==> config.mk <==
export PLATFORM = sky130hd
export DESIGN_NAME = sum_accumulator
export DESIGN_NICKNAME = d
export VERILOG_FILES = /design/src/rtl/sum_accumulator.sv
export SDC_FILE = /design/constraint.sdc
export NUM_CORES = 1
export LEC_CHECK = 0
export ABC_CLOCK_PERIOD_IN_PS = 4300
export CAP_MARGIN = 20
export CORE_MARGIN = 2
export CORE_UTILIZATION = 55
export CTS_CLUSTER_DIAMETER = 200
export DETAILED_ROUTE_END_ITERATION = 12
export GPL_ROUTABILITY_DRIVEN = 1
export PLACE_DENSITY = 0.83
export SYNTH_ARGS = -nofsm -noshare
export SYNTH_HDL_FRONTEND = slang
export SYNTH_SLANG_ARGS = --single-unit
==> constraint.sdc <==
create_clock -name clk -period 4.3 [get_ports clk]
set_input_delay 0.645 -clock clk [delete_from_list [all_inputs] [get_ports clk]]
set_output_delay 0.645 -clock clk [all_outputs]
set_load 0.05 [all_outputs]
==> src/rtl/sum_accumulator.sv <==
// sum_accumulator: groups consecutive sum beats from the upstream adder into
// totals and buffers completed groups in a small ready/valid output FIFO.
module sum_accumulator #(
  parameter int unsigned DEPTH = 4
) (
  input  logic                     clk,
  input  logic                     rst_n,
  input  logic                     in_valid,
  input  logic [8:0]               in_sum,
  input  logic [3:0]               cfg_len,
  input  logic                     flush,
  output logic                     out_valid,
  input  logic                     out_ready,
  output logic [12:0]              out_total,
  output logic [4:0]               out_count,
  output logic [$clog2(DEPTH):0]   level,
  output logic [7:0]               drop_cnt,
  output logic                     overflow
);

  localparam int unsigned AW = $clog2(DEPTH);
  localparam int unsigned LW = AW + 1;

  typedef enum logic [0:0] {StIdle, StAccum} state_e;

  state_e      state_q, state_d;
  logic [4:0]  len_q, len_d;
  logic [12:0] acc_q, acc_d;
  logic [4:0]  cnt_q, cnt_d;

  logic        push;
  logic [12:0] push_total;
  logic [4:0]  push_count;
  logic [4:0]  new_len;
  logic [12:0] acc_sum;
  logic [4:0]  cnt_inc;

  logic [12:0]   total_q [DEPTH];
  logic [4:0]    count_q [DEPTH];
  logic [AW-1:0] wr_ptr_q, rd_ptr_q;
  logic [LW-1:0] level_q;
  logic [7:0]    drop_cnt_q;
  logic          overflow_q;

  logic full, pop, push_ok, drop;

  // Group builder next-state: decides when a group completes and what it carries.
  always_comb begin
    state_d    = state_q;
    len_d      = len_q;
    acc_d      = acc_q;
    cnt_d      = cnt_q;
    push       = 1'b0;
    push_total = '0;
    push_count = '0;
    new_len    = (cfg_len == 4'd0) ? 5'd16 : {1'b0, cfg_len};
    acc_sum    = acc_q + {4'b0000, in_sum};
    cnt_inc    = cnt_q + 5'd1;
    unique case (state_q)
      StIdle: begin
        if (in_valid) begin
          len_d = new_len;
          // A one-beat group (length 1 or flushed on arrival) never opens ACCUM.
          if (new_len == 5'd1 || flush) begin
            push       = 1'b1;
            push_total = {4'b0000, in_sum};
            push_count = 5'd1;
          end else begin
            state_d = StAccum;
            acc_d   = {4'b0000, in_sum};
            cnt_d   = 5'd1;
          end
        end
      end
      StAccum: begin
        if (in_valid && (cnt_inc == len_q || flush)) begin
          push       = 1'b1;
          push_total = acc_sum;
          push_count = cnt_inc;
          state_d    = StIdle;
          acc_d      = '0;
          cnt_d      = '0;
        end else if (in_valid) begin
          acc_d = acc_sum;
          cnt_d = cnt_inc;
        end else if (flush) begin
          push       = 1'b1;
          push_total = acc_q;
          push_count = cnt_q;
          state_d    = StIdle;
          acc_d      = '0;
          cnt_d      = '0;
        end
      end
      default: state_d = StIdle;
    endcase
  end

  // Group builder state registers.
  always_ff @(posedge clk or negedge rst_n) begin
    if (!rst_n) begin
      state_q <= StIdle;
      len_q   <= '0;
      acc_q   <= '0;
      cnt_q   <= '0;
    end else begin
      state_q <= state_d;
      len_q   <= len_d;
      acc_q   <= acc_d;
      cnt_q   <= cnt_d;
    end
  end

  // FIFO handshake decode; a pop frees the slot a same-cycle push needs when full.
  always_comb begin
    full    = (level_q == LW'(DEPTH));
    pop     = (level_q != '0) && out_ready;
    push_ok = push && (!full || pop);
    drop    = push && full && !pop;
  end

  // FIFO storage, pointers, occupancy and drop statistics.
  always_ff @(posedge clk or negedge rst_n) begin
    if (!rst_n) begin
      for (int i = 0; i < DEPTH; i++) begin
        total_q[i] <= '0;
        count_q[i] <= '0;
      end
      wr_ptr_q   <= '0;
      rd_ptr_q   <= '0;
      level_q    <= '0;
      drop_cnt_q <= '0;
      overflow_q <= 1'b0;
    end else begin
      if (push_ok) begin
        total_q[wr_ptr_q] <= push_total;
        count_q[wr_ptr_q] <= push_count;
        wr_ptr_q          <= wr_ptr_q + AW'(1);
      end
      if (pop) begin
        rd_ptr_q <= rd_ptr_q + AW'(1);
      end
      if (push_ok && !pop) begin
        level_q <= level_q + LW'(1);
      end else if (pop && !push_ok) begin
        level_q <= level_q - LW'(1);
      end
      if (drop) begin
        overflow_q <= 1'b1;
        if (drop_cnt_q != 8'hff) begin
          drop_cnt_q <= drop_cnt_q + 8'd1;
        end
      end
    end
  end

  // Head of FIFO and status outputs.
  always_comb begin
    out_valid = (level_q != '0);
    out_total = total_q[rd_ptr_q];
    out_count = count_q[rd_ptr_q];
    level     = level_q;
    drop_cnt  = drop_cnt_q;
    overflow  = overflow_q;
  end

endmodule

==> Yosys cells after proc, flatten, opt, wreduce, memory -nomap -nowiden <==
Index checks and enable logic that the tools add are counted.
{ "totals": {"ff_bits": 112} }
{ "classes": {"reduce_logical": 20, "add_sub_neg": 7, "n_lt_le_gt_ge": 3, "bitwise": 3, "muxes": 51, "n_eq_ne": 7} }
{ "op_table": {"columns": ["operator", "n"], "rows": [
  ["13-bit two-way mux", 11],
  ["5-bit two-way mux", 12],
  ["52-bit bitwise mux", 1],
  ["13-bit one-hot mux with 2 select lines", 2],
  ["13-bit binary-select mux with 2-bit select", 1],
  ["13-bit demux with 2-bit select", 1],
  ["20-bit bitwise mux", 1],
  ["5-bit one-hot mux with 2 select lines", 2],
  ["9-bit two-way mux", 2],
  ["13-bit by 9-bit adder with 13-bit output", 1],
  ["1-bit two-way mux", 12],
  ["5-bit binary-select mux with 2-bit select", 1],
  ["5-bit demux with 2-bit select", 1],
  ["8-bit by 1-bit adder with 8-bit output (second input constant)", 1],
  ["1-bit logical AND", 8],
  ["8-bit != test (second input constant)", 1],
  ["3-bit greater-or-equal comparator (second input constant)", 2],
  ["3-bit two-way mux", 2],
  ["2-bit NOT with 3-bit output", 2],
  ["5-bit by 1-bit adder with 5-bit output (second input constant)", 1],
  ["5-bit by 1-bit == test with 1-bit output (second input constant)", 1],
  ["5-bit == test", 1],
  ["2-bit by 1-bit adder with 2-bit output (second input constant)", 2],
  ["4-bit logical NOT", 1],
  ["14 further kinds", 21]
]} }

==> Depth between registers and ports, before layout <==
Gate-level depths: netlist of the first run.
{ "depth": {"depth_word": 12, "ltp_mapped": 13, "depth_no_buf": 12} }

==> Worst setup path after synthesis of the first run <==
OpenSTA, ideal clock, no wires.
{ "synth_timing": {"path_kind": "register to register", "from": "register cnt_q[0]", "to": "register level_q[2], in the netlist level[2]", "setup_time_ps": 82, "t_required_ps": 4218, "synth_period_minus_slack_ps": 3199, "path_stages_with_launch": 13, "n_path_buf": 1, "arrival_ps": 3117, "setup_slack_ps": 1101, "cell_sequence": "dfrtp_1 > ha_1 > or3_4 > a311oi_4 > a311oi_2 > buf_6 > nor2_1 > ha_1 > inv_1 > fa_1 > xor2_1 > nor2_1 > xor2_1"} }
{ "synth_between": {"elab_chain_cells": 10, "word_cells_on_any_way": 12, "classes_between": "1 x add/sub; 1 x eq/ne; 3 x mux; 7 x reduce/logical"} }
{ "synth_rtl": {"columns": ["element", "line_no", "text"], "rows": [
  ["start, declared", "29", "logic [4:0] cnt_q, cnt_d;"],
  ["start signal, assigned", "110", "cnt_q <= cnt_d;"],
  ["5-bit by 1-bit adder with 5-bit output (*)", "58", "cnt_inc = cnt_q + 5'd1;"],
  ["5-bit == test (*)", "76", "if (in_valid && (cnt_inc == len_q || flush)) begin"],
  ["1-bit logical OR (*)", "76", null],
  ["1-bit logical AND (*)", "76", null],
  ["1-bit two-way mux (*)", "76", null],
  ["1-bit one-hot mux with 2 select lines (*)", "59", "unique case (state_q)"],
  ["1-bit logical AND (*)", "118", "push_ok = push && (!full || pop);"],
  ["via push_ok", "45", "logic full, pop, push_ok, drop;"],
  ["1-bit logical NOT", "145", "end else if (pop && !push_ok) begin"],
  ["1-bit logical AND", "145", null],
  ["2-bit nonzero test (no line)", null, null],
  ["end signal, assigned", "144", "level_q <= level_q + LW'(1);"],
  ["end signal, assigned", "146", "level_q <= level_q - LW'(1);"],
  ["end, declared", "41", "logic [LW-1:0] level_q;"]
]} }
The timed path passes the listed nets; every way through them passes the cells marked *.
A chain may end at the register's enable or synchronous reset.

==> Worst setup path after layout of the first run <==
Same ends and word-level chain as after synthesis.

==> run metrics, run 1 <==
outcome completed; main flop type after synthesis dfrtp_1; crit-path cells ha_1 -> or3_4 -> a311oi_4 -> a311oi_4 -> nor2_1 -> ha_1 -> inv_1 -> fa_1 -> xor2_1 -> nor2_1 -> xor2_1; buffers added on ports 48; VDD IR max 0.566 mV; multi-input logic area ~3200 µm²; Final Skew between 0.009 and 0.01 ns; DR iter-0 viols 360; clock tree root buffer cell clkbuf_16; via count normalized by instance count 6.28; Worst setup SP type register; synth warn 0; Post-CTS Resized 0; Layout Nets roughly 600; GRT Residual Overflow 0; Max Cap Violations 0; relative slew slack 0.344; Synth async-reset ratio 1.00; Post-synth EDFFs 0; largest net degree at the start of global routing 84; synth top area cells dfrtp_1 (45%), mux2_2 (13%), mux4_2 (6.5%); Post-CTS Hold Fix Bufs 0; Reg area 2800 µm²; CP Capture Type register; # setup viols final 0; maximum clock rate 0.293 GHz; I/O Pins 49; FP Rows 38; slowest CP cell a311oi_4; crit path DAT 3.68 ns; number of CTS-inserted buffers 9; total vias in the final route approximately 4,400; post-synth top area share 0.451; critical-path maximum fanout 10; Syn Inst Count 520; htree depth 3; Starting Density 0.569; RSZ-0062 raised after global routing false; Post-route DRC 0; Die X 110 µm; Hold Path Class in2async; DP Worst Slack 0.531 ns; first-pass GRT wire length 22,500 µm; syn avg cell area approximately 12 µm²; fin. max-slew vios 0; vias in the first global route ~4,500; GRT Util Overall 0.243; share of layout cells above drive strength 1 0.228; CTS tree yes; most common library cells after synthesis dfrtp_1 (112), mux2_2 (73), nand2_1 (32); Syn-to-layout area delta 14.3%; flops & latches, synth 112; worst skew pair latency 0.34 ns; Reg clk slew, reported paths around 0.08 ns; final setup margin 0.886 ns; core area approximately 11,000 µm²; ANT nets after route 0; Syn Nets approximately 560; Period minus WS final 3.41 ns; global placement routability congestion 0.917; Final Hold Fails 0; r2r worst-path depth 11; fillcell total 820; leakage power 3.18 nW; critical path class reg2reg; worst stage delay on the critical path roughly 0.56 ns; pwr dens between 600 and 700 nW/µm²; DP Cell Count 688; DRT Pass-1 Iters 5; clock buffer depth 2; Setup Buffers After CTS 0; Worst EP required approximately 4.6 ns; count leader, synth dfrtp_1; Finished Layout Cells 705; post-DP HPWL 9620 µm; Clock Sinks 112; Diodes inserted 0; Total Routed Length 13,900 µm; library cells used by synthesis 66; antenna violations before repair 0; Tcrit/Tclk final 0.794; worst-margin pin slew approximately 1 ns; setup_tns 0 ns; Die ar. between 10,000 and 15,000 µm²; leading area contributor after synthesis dfrtp_1; die height 110 µm; WL per Instance 19.7 µm; area of the mapped netlist 6220 µm²; Seq/Total Area, Yosys 0.451
## critical path: cells and delay by family, from the launching register on
kind            cells  cell delay (ns)
flops               1             0.46
compound gates      2             0.74
simple gates        3             0.83
fa+ha+maj           3             0.94
xor+xnor            2             0.31
buf+inv             1             0.06
## path summary, 6_finish.rpt
kind / start / end / slack, ns
min reg2reg: overflow / overflow / 0.48
min: rst_n / acc_q[2] / 0.12
max in group asynchronous: rst_n / total_q[35] / 3.14
max: cnt_q[0] / level[2] / 0.89
min in group clk: overflow / overflow / 0.48
max reg2reg: cnt_q[0] / level[2] / 0.89
## power breakdown
group / internal (mW) / leakage (nW) / switching, mW
combinational: 0.802 / 1.56 / 1.09
clock: 0.455 / 0.139 / 0.390
sequential: 1.33 / 1.49 / 0.248
total: 2.59 / 3.18 / 1.73
## cells by family (layout without fill, tap and decap cells)
logic type / Yosys count / in the layout / synth area share
buffers and inverters: 39 / 84 / 0.0306
adder cells (fa/ha/maj): 18 / 18 / 0.0386
multiplexers: 96 / 96 / 0.205
XOR/XNOR: 24 / 24 / 0.0338
AO/OA/AOI/OAI: 124 / 124 / 0.139
AND/OR/NAND/NOR: 107 / 107 / 0.102
flip-flops: 112 / 112 / 0.451
## layout by cell type, fill, tap and decap left out, types with 3 or more instances in the layout
cell and count:
dfrtp_1 112, mux2_2 73, clkdlybuf4s50_1 47, nand2_1 32
o21ai_0 30, mux4_2 18, a21oi_1 17, nor2_1 16
ha_1 16, inv_1 13, xor2_1 13, xnor2_1 11
nand3_1 11, and3_1 9, a22oi_1 9, clkbuf_16 9
nor2b_1 8, o31ai_1 8, a21o_1 7, o21a_1 7
buf_4 7, o211ai_1 6, a211oi_1 6, a31oi_1 5
mux2i_1 5, nor3b_1 4, nor3_1 4, nor4_1 4
o211a_1 3, a311oi_1 3, nor2_8 3, o221ai_1 3
## sequential cells by signal, summed over array words and instances (netlist names)
name      flops
len_q         5
level         3
state_q       1
acc_q        13
count_q      20
wr_ptr_q      2
drop_cnt      8
overflow      1
rd_ptr_q      2
cnt_q         5
total_q      52
## per-stage QoR
step,area (µm²),total power [mW],utilization,hold WS (ns)
3_3_place_gp,6790,3.40,0.621,0.459
2_1_floorplan,6220,2.95,-,0.349
3_5_place_dp,6790,3.48,0.621,0.461
6_report,7110,4.32,0.650,0.122
5_1_grt,7110,4.54,0.650,0.117
4_1_cts,7080,4.33,0.648,0.487
## cell type report
| cell class | count | area share |
|---|---|---|
| well taps | 140 | 0.0246 |
| inverters | 13 | 0.00686 |
| multi-input cells | 369 | 0.455 |
| clock inverters | 6 | 0.00950 |
| clock buffers | 10 | 0.0322 |
| repair buffers | 55 | 0.0774 |
| flip-flops and latches | 112 | 0.394 |
## routing by layer
metal / share of wire / up-vias / track usage
met5: 0 / - / 0
met2: 0.51 / 124 / 0.418
li1: - / 2038 / -
met3: 0.042 / 20 / 0.0476
met4: 0.015 / 0 / 0.0661
met1: 0.43 / 2243 / 0.314
(Power assumes the default switching activity.)
==> run 2, diff against run 1 <==
Settings changed: ABC_CLOCK_PERIOD_IN_PS 4300 to 3490.
Clock period 4.3 ns to 3.49 ns, I/O delays scaled along.
==> run 2 against run 1 <==
Wire length rose by 0.74%. Maximum frequency rose by 5.7%. Cell area rose by 0.37%. First-iteration DRC count rose by 21%. Die area did not move. Cell count rose by 0.99%. Critical path depth did not move. Clock-buffer cell count rose by 4. Combinational power rose by 26%.
==> run metrics, run 2 (synthesized netlist as in run 1, its figures left out) <==
number of CTS-inserted buffers 9 (unchanged); Final Skew 0.00613 ns (-0.00336 ns); reg-to-reg critical path endpoint level[2]; antenna violations before repair 0 (unchanged); worst stage delay on the critical path 0.45 ns (-0.11 ns); most common cell after layout, fill and taps aside dfrtp_1; outcome completed; largest net degree at the start of global routing 65 (-23%); Starting Density 0.569 (unchanged); critical-path maximum fanout 7 (-3); first-pass GRT wire length 22,600 µm (+0.34%); Post-CTS Hold Fix Bufs 0 (unchanged); uppermost layer routed met4; Top reg by flops total_q; worst path bufs/invs 1 (unchanged); Final Hold Fails 0 (unchanged); critical path endpoint level[2]; WP depth 11 (unchanged); via count normalized by instance count 6.31 (+0.47%); pwr dens 740 nW/µm² (+22%); routed wl met3 681 µm (+17%); worst-margin pin slew 0.777 ns (-0.207 ns); Reg clk slew, reported paths 0.07 ns (about the same); crit-path cells ha_1 -> or3_4 -> a311oi_4 -> a311oi_4 -> nor2_1 -> ha_1 -> inv_1 -> fa_1 -> xor2_1 -> nor2_1 -> xor2_1; RSZ-0062 raised after global routing false; global placement routability congestion 0.926 (+0.99%); core area 10,900 µm² (unchanged); VDD IR max 0.636 mV (+12%); CP Capture Type register; CP startpoint cnt_q[0]; Post-CTS Resized 0 (unchanged); DP Worst Slack 0.0459 ns (-0.485 ns); share of layout cells above drive strength 1 0.234 (+0.00595); FP Rows 38 (unchanged); final setup margin 0.261 ns (-0.625 ns); maximum clock rate 0.310 GHz (+5.7%); leakage power 3.21 nW (+0.89%); Tcrit/Tclk final 0.925 (+0.131); ANT nets after route 0 (unchanged); CTS tree yes; htree depth 3 (unchanged); worst skew pair latency 0.35 ns (about the same); Finished Layout Cells 712 (+0.99%); Setup Buffers After CTS 0 (unchanged); WL per Instance 19.6 µm (-0.26%); Clock Sinks 112 (unchanged); Crit Reg-Reg Startpoint cnt_q[0]; Total Routed Length 14,000 µm (+0.74%); wl on met1 6000 µm (+0.27%); Die ar. 12,200 µm² (unchanged); Crit path max-delay family adder cells; I/O Pins 49 (unchanged); GRT Residual Overflow 0 (unchanged); Syn-to-layout area delta 14.8%; most frequent cells in the layout dfrtp_1 (112), mux2_2 (73), clkdlybuf4s50_1 (47), nand2_1 (32), o21ai_0 (30); Max Cap Violations 0 (unchanged); buffers added on ports 48 (unchanged); Post-route DRC 0 (unchanged); clock tree root buffer cell clkbuf_16; crit path DAT 3.50 ns (-0.18 ns); setup_tns 0 ns (unchanged); Diodes inserted 0 (unchanged); DRT Pass-1 Iters 5 (unchanged); r2r worst-path depth 11 (unchanged); Period minus WS final 3.23 ns (-0.185 ns); Die X 110 µm (unchanged); slowest CP cell dfrtp_1; critical path class reg2reg; flop2flop setup slack 0.26 ns (-0.63 ns); Worst setup SP type register; Worst EP required 3.77 ns (-0.80 ns); GRT Util Overall 0.245 (+0.00222); vias in the first global route 4,521 (+0.13%); DR iter-0 viols 435 (+21%); Layout Nets 603 (+1.2%); relative slew slack 0.480 (+0.136); Top Registers total_q: 52 flops, count_q: 20 flops, acc_q: 13 flops; Largest register FFs 52 (unchanged); total vias in the final route 4,490 (+1.5%); # setup viols final 0 (unchanged); metal2 WL 6940 µm (-2.2%); die height 110 µm (unchanged); post-DP HPWL 9870 µm (+2.6%); DP Cell Count 696 (+1.2%); clock buffer depth 2 (unchanged); fin. max-slew vios 0 (unchanged); Hold Path Class in2async
## run 2: cell count changes in the layout (fill, tap and decap cells not counted)
cell,delta
buf_16,-1
buf_12,+1
inv_6,-1
bufinv_16,-1
clkbuf_1,+2
buf_4,+7
clkinvlp_4,-2
clkbuf_8,+2
## run 2: worst min path at each step
stage | end | slack [ns] | cells past startpoint
2_1_floorplan | acc_q[0] | 0.23 | 0
3_3_place_gp | overflow | 0.46 | 1
3_5_place_dp | overflow | 0.46 | 1
4_1_cts | acc_q[3] | 0.21 | 1
5_1_grt | acc_q[3] | 0.25 | 1
6_report | acc_q[3] | 0.18 | 1
## run 2: cell type report
class	instances	area (µm²)
Clock inverter	2	13.8
Clock buffer	14	264
Inverter	13	48.8
Timing Repair Buffer	62	596
Fill cell	839	3800
Multi-Input combinational cell	369	3240
Sequential cell	112	2800
Tap cell	140	175
## run 2: per-stage QoR
| step | hold slack [ns] | area (µm²) | power, mW | utilization |
|---|---|---|---|---|
| 2_1_floorplan | 0.228 | 6220 | 3.64 | - |
| 3_3_place_gp | 0.462 | 6860 | 4.21 | 0.627 |
| 3_5_place_dp | 0.461 | 6860 | 4.31 | 0.627 |
| 4_1_cts | 0.207 | 7140 | 5.31 | 0.653 |
| 5_1_grt | 0.245 | 7140 | 5.56 | 0.653 |
| 6_report | 0.179 | 7140 | 5.28 | 0.653 |
## run 2: metal layers
layer	track usage	vias to the layer above
li1	-	2046
met1	0.317	2255
met2	0.415	163
met3	0.0412	26
met4	0.0920	0
met5	0	-
## run 2: worst reg2reg max path, stage by stage, from the launching register on
cell and delay (ns):
dfrtp_1 0.45, ha_1 0.31, or3_4 0.43, a311oi_4 0.36, a311oi_4 0.19, nor2_1 0.29
ha_1 0.25, inv_1 0.06, fa_1 0.38, xor2_1 0.17, nor2_1 0.11, xor2_1 0.14
## run 2: report_power, final
group	internal, mW	switching, mW	total (mW)
clock	0.525	0.460	0.986
sequential	1.65	0.275	1.92
combinational	1.00	1.38	2.38
==> run 3, diff against run 2 <==
Settings changed: ABC_CLOCK_PERIOD_IN_PS 3490 to not set, RECOVER_POWER set to 100.
==> run 3 against run 2 <==
The flow now finishes with violations (capacitance limit, slew limit). Hold slack better by 0.29 ns. Sequential share of layout area grew 0.35 points. Cell area shrank 0.89%. Non-clock buffer count unchanged. Sequential power barely moved. Wire length up 0.49%. Total power fell by 1.2%. Flip-flop and latch count unchanged. Maximum frequency down 1.2%. Clock-buffer cell count unchanged. Largest cell class unchanged.
==> run metrics, run 3 (synthesized netlist as in run 1, its figures left out) <==
outcome finished, violations left; failing checks capacitance limit, slew limit; Post-CTS Hold Fix Bufs 0 (unchanged); first-pass GRT wire length 22,600 µm (unchanged); Period minus WS final 3.27 ns (+0.0407 ns); total vias in the final route 4,483 (-0.16%); share of layout cells above drive strength 1 0.219 (-0.0157); critical path endpoint out_total[6]; buffers added on ports 48 (unchanged); GRT Residual Overflow 0 (unchanged); r2r worst-path depth 8 (-3); global placement routability congestion 0.926 (unchanged); die height 110 µm (unchanged); # setup viols final 0 (unchanged); switch share 0.403 (+0.00355); Largest register FFs 52 (unchanged); worst stage delay on the critical path 0.79 ns (+0.34 ns); fin. max-slew vios 49 (+49); Top Registers total_q: 52 flops, count_q: 20 flops, acc_q: 13 flops; crit path DAT 2.75 ns (-0.75 ns); I/O Pins 49 (unchanged); Hold Path Class reg2reg; Clock Sinks 112 (unchanged); number of CTS-inserted buffers 9 (unchanged); relative slew slack -0.821 (-1.30); Syn-to-layout area delta 13.7%; Worst setup SP type register; FP Rows 38 (unchanged); Power Total 5.22 mW (-1.2%); most frequent cells in the layout dfrtp_1 (112), mux2_2 (73), nand2_1 (32), dlygate4sd3_1 (31), o21ai_0 (30); pwr dens 738 nW/µm² (-0.31%); GRT Util Overall 0.245 (unchanged); clock share of power 0.190 (+0.003); maximum clock rate 0.306 GHz (-1.2%); sw power 2.10 mW (-0.32%); hold slack 0.473 ns (+0.294 ns); Top reg by flops total_q; Layout Nets 603 (unchanged); metal2 WL 6950 µm (+0.25%); critical path class reg2out; CP Capture Type output port; critical-path maximum fanout 18 (+11); Final Hold Fails 0 (unchanged); Starting Density 0.569 (unchanged); vias in the first global route 4,521 (unchanged); Worst EP required 2.97 ns (-0.80 ns); CP startpoint rd_ptr_q[0]; Post-route DRC 0 (unchanged); Reg clk slew, reported paths 0.07 ns (about the same); core area 10,900 µm² (unchanged); setup_tns 0 ns (unchanged); Max Cap Violations 1 (+1); Setup Buffers After CTS 0 (unchanged); VDD IR max 0.634 mV (-0.23%); RSZ-0062 raised after global routing false; cell internal pwr 3.12 mW (-1.8%); Die ar. 12,200 µm² (unchanged); Reg power frac 0.368 (+0.004); worst skew pair latency 0.35 ns (about the same); combinational power share 0.443 (-0.007); largest net degree at the start of global routing 65 (unchanged); WP depth 3 (-8); post-DP HPWL 9870 µm (unchanged); ANT nets after route 0 (unchanged); DR iter-0 viols 434 (-0.23%); WL per Instance 19.7 µm (+0.49%); Total Routed Length 14,000 µm (+0.49%); Crit Reg-Reg Startpoint cnt_q[0]; Tcrit/Tclk final 0.937 (+0.0117); Crit path max-delay family buffers and inverters; most common cell after layout, fill and taps aside dfrtp_1; Final Skew 0.00526 ns (-0.000873 ns); routed wl met3 627 µm (-7.9%); uppermost layer routed met4; htree depth 3 (unchanged); CTS tree yes; worst path bufs/invs 2 (+1); clock buffer depth 2 (unchanged); Die X 110 µm (unchanged); crit-path cells clkbuf_2 -> mux4_2 -> dlygate4sd3_1; via count normalized by instance count 6.30 (-0.16%); clock tree root buffer cell clkbuf_16; antenna violations before repair 0 (unchanged); slowest CP cell dlygate4sd3_1; Diodes inserted 0 (unchanged); flop2flop setup slack 0.23 ns (-0.03 ns); worst-margin pin slew 2.73 ns (+1.95 ns); wl on met1 6090 µm (+1.5%); reg-to-reg critical path endpoint cnt_q[2]; DRT Pass-1 Iters 5 (unchanged); leakage power 3.27 nW (+1.8%); Post-CTS Resized 0 (unchanged)
run 3: cell types whose count changed in the layout (fill, tap and decap cells not counted), sizes merged:
cell | previous run | this run
clkbuf | 14 | 21
clkdlybuf4s50 | 47 | 16
dlygate4sd3 | 0 | 31
buf | 15 | 8
run 3: how the worst min path moves through the flow:
stage                 from          end  slack, ns  depth (start not counted)
2_1_floorplan        rst_n     acc_q[0]       0.23                          0
3_3_place_gp      overflow     overflow       0.46                          1
3_5_place_dp      overflow     overflow       0.46                          1
4_1_cts              rst_n     acc_q[3]       0.21                          1
5_1_grt        drop_cnt[4]  drop_cnt[4]       0.51                          1
6_report          overflow     overflow       0.47                          1
run 3: power by group through the flow:
stage	combinational (mW)	clock, mW	sequential, mW
CTS	2.39	0.999	1.91
detailed placement	2.38	0	1.93
floorplan	1.67	0	1.97
global placement	2.31	0	1.90
finish	2.31	0.989	1.92
global route	2.49	1.04	1.96
run 3: stage by stage:
stage | worst slack [ns] | utilization | cells | instance area (µm²)
floorplan | 0.291 | - | 520 | 6220
global placement | 0.224 | 0.627 | 696 | 6860
detailed placement | 0.0459 | 0.627 | 696 | 6860
CTS | 0.269 | 0.653 | 712 | 7140
global route | 0.0392 | 0.647 | 712 | 7070
finish | 0.220 | 0.647 | 712 | 7070
run 3: area by class of cell:
class / instances / area [µm²]
Clock inverter: 2 / 13.8
Multi-Input combinational cell: 369 / 3190
Sequential cell: 112 / 2800
Clock buffer: 14 / 264
Fill cell: 844 / 3860
Inverter: 13 / 48.8
Timing Repair Buffer: 62 / 576
Tap cell: 140 / 175
run 3: layer usage:
layer	vias up	global-route usage
met5	-	0
met4	0	0.0920
met3	30	0.0412
met2	154	0.415
met1	2250	0.317
li1	2049	-
==> variant: new RTL, flow settings as in run 1 <==
`DEPTH`: 4 -> 2.
--- a/src/rtl/sum_accumulator.sv
+++ b/src/rtl/sum_accumulator.sv
@@ -1,7 +1,7 @@
 // sum_accumulator: groups consecutive sum beats from the upstream adder into
 // totals and buffers completed groups in a small ready/valid output FIFO.
 module sum_accumulator #(
-  parameter int unsigned DEPTH = 4
+  parameter int unsigned DEPTH = 2
 ) (
   input  logic                     clk,
   input  logic                     rst_n,
Ports: changed (resized level); port bits go from 49 to 48. The function was not compared with the original's and may differ.
==> variant against run 1 <==
Combinational power decreased by 23%. Total power decreased by 31%. Register-to-register slack improved by 0.46 ns. Sequential cell count decreased by 39. Via count decreased by 19%. Area after synthesis decreased by 31%. Cell count decreased by 18%. Design area decreased by 29%. Non-clock buffer count increased by 2. Count of clock-buffer cells in the layout unchanged. Routed wire length decreased by 28%. Worst setup slack improved by 0.11 ns. Critical endpoint is now total_q[25].
==> variant: results (changes against run 1) <==
Count of input and output buffers -> 47 (-2.1%)
Antenna cells -> 0 (unchanged)
Hold Path Class -> primary input to asynchronous set/reset pin
Post-Route WL -> 10,000 microns (-28%)
Layout cells sized above 1 -> 0.160 (-0.0683)
Sequential fraction of the synthesis area -> 0.423 (-0.0279)
RePlAce Congestion -> 0.882 (-3.7%)
Worst Path Max Fanout -> 5 (-5)
Max VDD drop -> 0.000225 V (-60%)
Clock Tree Root -> clkbuf_8
R2r worst-path depth -> 7 (-4)
Max clock buf depth -> 2 (unchanged)
R2r startpoint -> cnt_q[0]
Worst r2r dst -> total_q[8]
Critical Path Slowest Stage Cell -> or4b_1
Largest net degree at the start of global routing -> 31 (-63%)
Unique masters post-synth -> 67 (+1.5%)
First-pass GRT wire length -> 16,800 microns (-25%)
Worst slew pin tran -> 0.886 ns (-0.0980 ns)
Worst reg2reg setup slack -> 1.35 ns (+0.46 ns)
CP arrival -> 3.56 ns (-0.12 ns)
Total CTS buffers -> 9 (unchanged)
Initial DRC count -> 246 (-32%)
Skew final -> 0.00986 ns (+0.000364 ns)
Largest cells by area after synthesis -> dfrtp_1 42%, mux2_2 9.1%, a21oi_1 4.1%, ha_1 3.5%, nand2_1 2.6%
Status -> finished, final reports clean
Final layout net count -> 502 (-16%)
H-Tree Level Count -> 3 (unchanged)
DRT Pass-1 Iters -> 7 (+2)
Final hold slack -> 0.220 ns (+0.0986 ns)
Clock latency on the worst-skew pair -> 0.35 ns
Biggest regs -> total_q x26, acc_q x13, count_q x10
Post-synth top flop -> dfrtp_1
Dpl hpwl -> 7090 microns (-26%)
Worst path top cell family by delay -> simple AND/OR/NAND/NOR gates
FFs w/ async S/R, synth -> 1.00 (unchanged)
Placed cell area -> 4880 sq um (-28%)
Leakage power -> 2.14 nW (-33%)
Max incr delay on CP -> 0.54 ns (-0.02 ns)
Sw Share -> 0.442 (+0.0425)
Overall routing resource usage -> 0.247 (+0.00460)
Mapped Nets -> 456 (-18%)
Vias per cell -> 6.18 (-1.6%)
Antenna violations before repair -> 0 (unchanged)
Synth warn -> 0 (unchanged)
Synth cell count leaders -> 73 x dfrtp_1, 35 x a21oi_1, 35 x mux2_2, 30 x nand2_1, 21 x o21ai_0
Post-CTS Setup Inserts -> 0 (unchanged)
Number of global-route vias before repair -> 3,458 (-23%)
## variant: cell count changes after synthesis, moves of 6 or more
cell,delta
a21oi_1,+18
a221o_1,+7
a22o_1,+6
a22oi_1,-8
and3_1,-8
dfrtp_1,-39
mux2_2,-38
mux4_2,-18
nand2b_1,+9
nor3b_1,+7
o21ai_0,-9
xor2_1,-6
## variant: how the worst max path moves through the flow
stage / startpoint / endpoint
2_1_floorplan: in_sum[0] / total_q[12]
3_3_place_gp: in_sum[0] / total_q[12]
3_5_place_dp: in_sum[0] / total_q[25]
4_1_cts: in_sum[0] / total_q[25]
5_1_grt: in_sum[0] / total_q[25]
6_report: in_sum[0] / total_q[25]
## variant: logic make-up (layout without fill, tap and decap cells)
kind of cell / after synthesis / in the layout / share of synthesized area
and+or+nand+nor: 114 / 114 / 0.142
buffers and inverters: 34 / 84 / 0.0359
AOI/OAI and AO/OA: 130 / 130 / 0.210
muxes: 41 / 41 / 0.107
xor gates and xnor gates: 20 / 20 / 0.0423
DFF: 73 / 73 / 0.423
adders and majority gates: 13 / 13 / 0.0394
## variant: layout make-up
cell class,instances,area [sq um]
clock buffer,10,138
clock inverter,5,32.5
fill,598,2630
inverter,12,45.0
multi-input combinational,318,2340
sequential,73,1830
tap,102,128
timing repair buffer,57,541
## variant: power by group through the flow
| stage | sequential, mW | combinational (mW) | clock, mW |
|---|---|---|---|
| 3_3_place_gp | 1.05 | 1.41 | 0 |
| 3_5_place_dp | 1.06 | 1.44 | 0 |
| 6_report | 1.05 | 1.45 | 0.483 |
| 4_1_cts | 1.05 | 1.45 | 0.487 |
| 5_1_grt | 1.08 | 1.54 | 0.521 |
| 2_1_floorplan | 1.09 | 0.995 | 0 |
## variant: metal layers
| metal | vias to the layer above | global-route usage | part of all wire |
|---|---|---|---|
| li1 | 1676 | - | - |
| met1 | 1730 | 0.343 | 0.45 |
| met2 | 139 | 0.393 | 0.47 |
| met3 | 19 | 0.0464 | 0.065 |
| met4 | 0 | 0.0833 | 0.018 |
| met5 | - | 0 | 0 |
## variant: metrics by stage
| step | instances | power (mW) | util | worst slack (ns) |
|---|---|---|---|---|
| global placement | 562 | 2.46 | 0.635 | 0.918 |
| finish | 577 | 2.98 | 0.657 | 0.999 |
| detailed placement | 562 | 2.50 | 0.635 | 0.673 |
| floorplan | 425 | 2.08 | - | 1.58 |
| global route | 577 | 3.14 | 0.657 | 0.821 |
| CTS | 577 | 2.99 | 0.657 | 1.03 |
